### config.mk
export PLATFORM = sky130hd
export DESIGN_NAME = multicycle_control_fsm
export DESIGN_NICKNAME = d
export VERILOG_FILES = /design/src/rtl/multicycle_control_fsm.sv
export SDC_FILE = /design/constraint.sdc
export NUM_CORES = 1
export LEC_CHECK = 0
export ABC_AREA = 1
export ABC_CLOCK_PERIOD_IN_PS = 2200
export CAP_MARGIN = 10
export CORE_ASPECT_RATIO = 2
export CORE_MARGIN = 4
export CORE_UTILIZATION = 47
export DETAILED_ROUTE_END_ITERATION = 12
export GPL_TIMING_DRIVEN = 0
export PLACE_DENSITY = 0.8
export SKIP_LAST_GASP = 1
export SYNTH_ARGS = -nofsm -noshare
export SYNTH_HDL_FRONTEND = slang
export SYNTH_SLANG_ARGS = --single-unit
### constraint.sdc
create_clock -name i_clk -period 2.2 [get_ports i_clk]
set_clock_uncertainty 0.1 [all_clocks]
set_input_delay 0.55 -clock i_clk [delete_from_list [all_inputs] [get_ports i_clk]]
set_output_delay 0.55 -clock i_clk [all_outputs]
set_load 0.01 [all_outputs]
### src/rtl/multicycle_control_fsm.sv
// Main control FSM of the multicycle datapath. Walks each instruction
// through fetch/decode/execute/memory/writeback, drives every datapath
// strobe, and folds the branch condition into the PC write enable because
// the PC register has no conditional-write input of its own.
module multicycle_control_fsm #(
  parameter int CNT_W = 16
) (
  input  logic             i_clk,
  input  logic             i_rst,
  input  logic [5:0]       i_opcode,
  input  logic             i_zero,
  output logic             o_pcwrite,
  output logic [1:0]       o_pc_source,
  output logic             o_iord,
  output logic             o_memread,
  output logic             o_memwrite,
  output logic             o_irwrite,
  output logic             o_memtoreg,
  output logic             o_regdst,
  output logic             o_regwrite,
  output logic             o_alusrca,
  output logic [1:0]       o_alusrcb,
  output logic [1:0]       o_aluop,
  output logic             o_illegal_op,
  output logic             o_instr_retired,
  output logic [CNT_W-1:0] o_retired_count,
  output logic [3:0]       o_state_out
);

  localparam logic [3:0] S_RESET  = 4'd0;
  localparam logic [3:0] S_FETCH  = 4'd1;
  localparam logic [3:0] S_DECODE = 4'd2;
  localparam logic [3:0] S_MEMADR = 4'd3;
  localparam logic [3:0] S_MEMRD  = 4'd4;
  localparam logic [3:0] S_MEMWB  = 4'd5;
  localparam logic [3:0] S_MEMWR  = 4'd6;
  localparam logic [3:0] S_EXEC_R = 4'd7;
  localparam logic [3:0] S_RWB    = 4'd8;
  localparam logic [3:0] S_EXEC_I = 4'd9;
  localparam logic [3:0] S_IWB    = 4'd10;
  localparam logic [3:0] S_BRANCH = 4'd11;
  localparam logic [3:0] S_JUMP   = 4'd12;

  localparam logic [5:0] OP_RTYPE = 6'b000000;
  localparam logic [5:0] OP_LW    = 6'b100011;
  localparam logic [5:0] OP_SW    = 6'b101011;
  localparam logic [5:0] OP_BEQ   = 6'b000100;
  localparam logic [5:0] OP_BNE   = 6'b000101;
  localparam logic [5:0] OP_J     = 6'b000010;
  localparam logic [5:0] OP_ADDI  = 6'b001000;

  logic [3:0]       r_state;
  logic [3:0]       w_state_next;
  logic [CNT_W-1:0] r_retired_count;

  // State register; reset pulls the FSM to RESET without waiting for a clock
  always_ff @(posedge i_clk or posedge i_rst) begin
    if (i_rst) begin
      r_state <= S_RESET;
    end else begin
      r_state <= w_state_next;
    end
  end

  // Next-state logic; opcode is only consulted in DECODE and MEMADR
  always_comb begin
    w_state_next = S_FETCH;
    case (r_state)
      S_RESET:  w_state_next = S_FETCH;
      S_FETCH:  w_state_next = S_DECODE;
      S_DECODE: begin
        case (i_opcode)
          OP_RTYPE:       w_state_next = S_EXEC_R;
          OP_LW, OP_SW:   w_state_next = S_MEMADR;
          OP_BEQ, OP_BNE: w_state_next = S_BRANCH;
          OP_J:           w_state_next = S_JUMP;
          OP_ADDI:        w_state_next = S_EXEC_I;
          default:        w_state_next = S_FETCH;
        endcase
      end
      S_MEMADR: w_state_next = (i_opcode == OP_LW) ? S_MEMRD : S_MEMWR;
      S_MEMRD:  w_state_next = S_MEMWB;
      S_EXEC_R: w_state_next = S_RWB;
      S_EXEC_I: w_state_next = S_IWB;
      default:  w_state_next = S_FETCH;
    endcase
  end

  // Output decode: Moore on the state register, except the branch PC enable
  always_comb begin
    o_pcwrite       = 1'b0;
    o_pc_source     = 2'b00;
    o_iord          = 1'b0;
    o_memread       = 1'b0;
    o_memwrite      = 1'b0;
    o_irwrite       = 1'b0;
    o_memtoreg      = 1'b0;
    o_regdst        = 1'b0;
    o_regwrite      = 1'b0;
    o_alusrca       = 1'b0;
    o_alusrcb       = 2'b00;
    o_aluop         = 2'b00;
    o_illegal_op    = 1'b0;
    o_instr_retired = 1'b0;
    case (r_state)
      S_FETCH: begin
        o_memread = 1'b1;
        o_irwrite = 1'b1;
        o_pcwrite = 1'b1;
      end
      S_DECODE: begin
        // ALUOut <= PC + offset so BRANCH finds its target ready
        o_alusrcb = 2'b10;
        case (i_opcode)
          OP_RTYPE, OP_LW, OP_SW, OP_BEQ, OP_BNE, OP_J, OP_ADDI: ;
          default: begin
            o_illegal_op    = 1'b1;
            o_instr_retired = 1'b1;
          end
        endcase
      end
      S_MEMADR, S_EXEC_I: begin
        o_alusrca = 1'b1;
        o_alusrcb = 2'b10;
      end
      S_MEMRD: begin
        o_memread = 1'b1;
        o_iord    = 1'b1;
      end
      S_MEMWB: begin
        o_regwrite      = 1'b1;
        o_memtoreg      = 1'b1;
        o_instr_retired = 1'b1;
      end
      S_MEMWR: begin
        o_memwrite      = 1'b1;
        o_iord          = 1'b1;
        o_instr_retired = 1'b1;
      end
      S_EXEC_R: begin
        o_alusrca = 1'b1;
        o_aluop   = 2'b10;
      end
      S_RWB: begin
        o_regwrite      = 1'b1;
        o_regdst        = 1'b1;
        o_instr_retired = 1'b1;
      end
      S_IWB: begin
        o_regwrite      = 1'b1;
        o_instr_retired = 1'b1;
      end
      S_BRANCH: begin
        o_alusrca       = 1'b1;
        o_aluop         = 2'b01;
        o_pc_source     = 2'b01;
        o_instr_retired = 1'b1;
        // The PC cannot condition its own load, so the taken test lives here
        o_pcwrite       = (i_opcode == OP_BNE) ? ~i_zero : i_zero;
      end
      S_JUMP: begin
        o_pcwrite       = 1'b1;
        o_pc_source     = 2'b10;
        o_instr_retired = 1'b1;
      end
      default: ;
    endcase
  end

  // Retired-instruction counter, free-running with natural wrap
  always_ff @(posedge i_clk or posedge i_rst) begin
    if (i_rst) begin
      r_retired_count <= '0;
    end else if (o_instr_retired) begin
      r_retired_count <= r_retired_count + CNT_W'(1);
    end
  end

  assign o_retired_count = r_retired_count;
  assign o_state_out     = r_state;

endmodule
==> impl_summary.txt <==
----------------------------------------------------
[Status]
  Run status ... finished, violations left
  Violations in the final reports ... setup timing

[Finish]
  Fill cells ... 230
  Nets ... 310
  Commonest non-fill, non-tap cell in the layout ... nand2_1
  Area taken by multi-input logic gates ... 1010 µm²
  Fraction of final layout cells with drive strength greater than 1 ... 33.8%
  Number of diodes added for antenna fixing ... 0
  Most frequent cells in the layout ... nand2_1 (53), buf_4 (26), nor2_1 (25)
  Register cell area after layout ... 504 µm²
  Design area ... 2350 µm²
  Layout area overhead ... 50.7%
  Number of standard cells in the layout, taps in and fillers out ... 330

[STA]
  Setup repair after global routing missed its margin ... yes
  Slew headroom ... 48.1%
  Final critical-path share of the clock period ... 103%
  Highest achievable clock rate ... 0.442 GHz
  Min cycle time layout ... 2260 ps
  Number of hold-slack violations in the final timing report ... 0
  Setup violators final ... 2
  Min setup slack post-route ... -63.9 ps
  Final worst hold slack ... 475 ps
  Tightest Pin Transition ... 778 ps
  Max-slew violation total from the final report ... 0

[Global routing]
  Maximum number of pins on one net before global-route repair ... 21
  Met2 layer usage reported by global route ... 44.2%
  Busiest layer in global routing ... met2
  Overall routing resource usage ... 22.0%
  GR Util met1 ... 18.5%
  Global-route wire length before repair ... 7560 µm
  Initial antenna violation count ... 0
  Global route overflow ... 0
  Number of global-route vias before repair ... 1735
  Global routing met3 resource utilization ... 3.17%

[Synth]
  Syn avg cell area ... 6.83 µm²
  Post-synthesis sequential element count ... 20
  Share of synthesized area occupied by flip-flops and latches ... 32.1%
  Proportion of netlist area held by the largest area contributor ... 32.1%
  Number of distinct library cell variants in the gate-level netlist after synthesis ... 25
  Most area-hungry cell type in the Yosys netlist ... dfrtp_1
  Post-synthesis cell count ... 228
  Most area-consuming cells after synthesis ... dfrtp_1 (32%), nand2_1 (14%), nand3_1 (9.0%)
  Synthesis Warnings ... 0
  Total nets after synthesis ... 238
  Synth Cell Area ... 1560 µm²

[Power and ir drop]
  Worst supply voltage drop on vdd ... 0.922 mV
  Power density cells ... 1060 nW/µm²
  Total Power Consumption ... 2.48 mW
  Leak ... 1.24 nW

[Worst setup path]
  R2r worst-path depth ... 11
  Biggest cell delay along the critical path ... 450 ps
  Cell mode on critical path ... nand2_2
  CP max FO ... 4
  Cell depth of the worst setup path ... 8
  Category of the worst setup path launch point ... flop
  Kind of critical path ... reg -> out
  Sequence of cells on the critical path ... buf_4 -> nand2_2 -> inv_2 -> nand2_2 -> nand3_4 -> nor2_8 -> nand2_8 -> buf_2
  Count of buffering cells on the critical path with inverters included ... 3
  Worst Setup SP ... o_state_out[2]$_DFF_PP0_
  Crit Reg-Reg Startpoint ... o_state_out[0]$_DFF_PP0_
  CP Data Arrival Time ... 1610 ps
  Crit Reg-Reg Endpoint ... o_retired_count[11]$_DFFE_PP0P_
  Flop-to-flop setup slack ... 410 ps
  Last element of the critical path ... o_instr_retired
  Worst EP required ... 1550 ps
  Category of cells accounting for the largest share of critical-path delay ... simple AND/OR/NAND/NOR gates
  Critical Path Sink Type ... primary output
  Slowest stage cell on the critical path ... dfrtp_2

[Floorplanning]
  Overall die area ... 4360 µm²
  Std-Cell Core Area ... 3190 µm²
  Chip height ... 89.4 µm
  Initial standard-cell utilization of the core ... 48.8%
  Die boundary width ... 48.7 µm
  # IOs ... 46
  Number of core rows ... 29

[Clock network]
  Clock net sink count ... 20
  Worst-path clk slew ... 70 ps
  Number of H-tree branching levels ... 1
  Number of CTS-inserted buffers ... 3
  Skew-Pair Late Insertion Delay ... 260 ps
  CTS tree ... done
  Clock Root Buffer ... clkbuf_8
  Clock tree buffer depth ... 2

[Detailed routing]
  Starting DRT DRC Count ... 43
  Routed len/inst ... 15.1 µm
  Drc violations ... 0
  Detailed Routing Iterations Pass 1 ... 4
  Total via count in the routed design ... 1749
  Vias per std cell ... 5.30
  Routed WL ... 4990 µm
  Number of antenna-violating nets in the routed design ... 0

[Place]
  Worst slack at placement ... -1030 ps
  HPWL after detailed placement ... 3300 µm
  Weighted congestion at the end of routability-driven global placement ... 0.914
  Port Buffers ... 44
  Total cell area at the placement stage ... 2040 µm²
  Dpl cells ... 303

[Job]
  Number of maximum-capacitance violations ... 0

[Worst hold path]
  Type of the most critical hold path ... reg -> reg

----------------------------------------------------
## power by group
group	leakage, nW	internal, mW	switching (mW)
Sequential	0.265	0.442	0.110
Clock	0.0288	0.159	0.123
Combinational	0.949	0.731	0.914
## final cells by class
| class | count | share of cell area, % |
|---|---|---|
| Buffer | 4 | 1.60 |
| Sequential cell | 20 | 21.5 |
| Multi-Input combinational cell | 172 | 43.1 |
| Clock buffer | 4 | 2.35 |
| Inverter | 31 | 5.06 |
| Timing Repair Buffer | 68 | 24.7 |
| Tap cell | 31 | 1.65 |
## registers in the layout, indices dropped and copies added (netlist names)
| register | cells |
|---|---|
| o_retired_count | 16 |
| o_state_out | 4 |
## synthesized netlist by cell type
| master | number |
|---|---|
| buf_6 | 1 |
| dfrtp_1 | 20 |
| nand2_4 | 1 |
| nand2_1 | 60 |
| ha_1 | 1 |
| o211ai_1 | 1 |
| buf_12 | 1 |
| buf_4 | 3 |
| nand4_1 | 3 |
| nor2_2 | 5 |
| nand3_4 | 1 |
| nand2_8 | 1 |
| nand3_1 | 28 |
| inv_1 | 24 |
| or2_1 | 1 |
| o21ai_0 | 6 |
| xor2_1 | 3 |
| o21ai_2 | 1 |
| conb_1 | 1 |
| o31ai_1 | 2 |
| nor2_1 | 32 |
| xnor2_1 | 9 |
| inv_2 | 7 |
| nand2_2 | 15 |
| nor2_8 | 1 |
## per-stage QoR
step	setup TNS, ps	utilization (%)
after detailed placement	-4110	63.8
after global routing	-319	73.5
final	-101	73.5
after floorplan	0	-
after global placement	-3860	63.8
after CTS	-348	69.9
## worst min-delay path, cell delays in order, from the launching register on
cell     delay [ps]
dfrtp_1         390
nand3_1          90
nand2_1          60
## how the worst min path moves through the flow
stage	start	slack (ps)	cells past startpoint	to
2_1_floorplan	i_rst	410	1	o_retired_count[0]$_DFFE_PP0P_
3_3_place_gp	o_retired_count[15]$_DFFE_PP0P_	440	2	o_retired_count[15]$_DFFE_PP0P_
3_5_place_dp	o_retired_count[15]$_DFFE_PP0P_	460	2	o_retired_count[15]$_DFFE_PP0P_
4_1_cts	o_retired_count[15]$_DFFE_PP0P_	470	2	o_retired_count[15]$_DFFE_PP0P_
5_1_grt	i_opcode[0]	510	2	o_state_out[2]$_DFF_PP0_
6_report	o_retired_count[15]$_DFFE_PP0P_	470	2	o_retired_count[15]$_DFFE_PP0P_
## kinds of logic after synthesis
| logic type | after synthesis | share of synthesized area [%] |
|---|---|---|
| flip-flops | 20 | 32.1 |
| AO/OA/AOI/OAI | 10 | 3.94 |
| buffers and inverters | 36 | 10.9 |
| AND/OR/NAND/NOR | 148 | 45.2 |
| XOR/XNOR | 12 | 6.75 |
| other | 1 | 0.241 |
| adder cells (fa/ha/maj) | 1 | 0.803 |
## layer usage
layer / vias to the layer above / wire length (µm)
li1: 846 / -
met1: 811 / 1560
met2: 71 / 2880
met3: 21 / 258
met4: 0 / 282
met5: - / 0
## what timing repair did
action                                 4_1_cts  5_1_grt
setup endpoints to repair                   15        8
hold buffers                                 0        0
endpoints found under the hold margin        0        0
pin swaps                                    9       11
gates resized for setup                     57       43
buffers inserted                            13       11
Power figures use the tool's default switching activity.
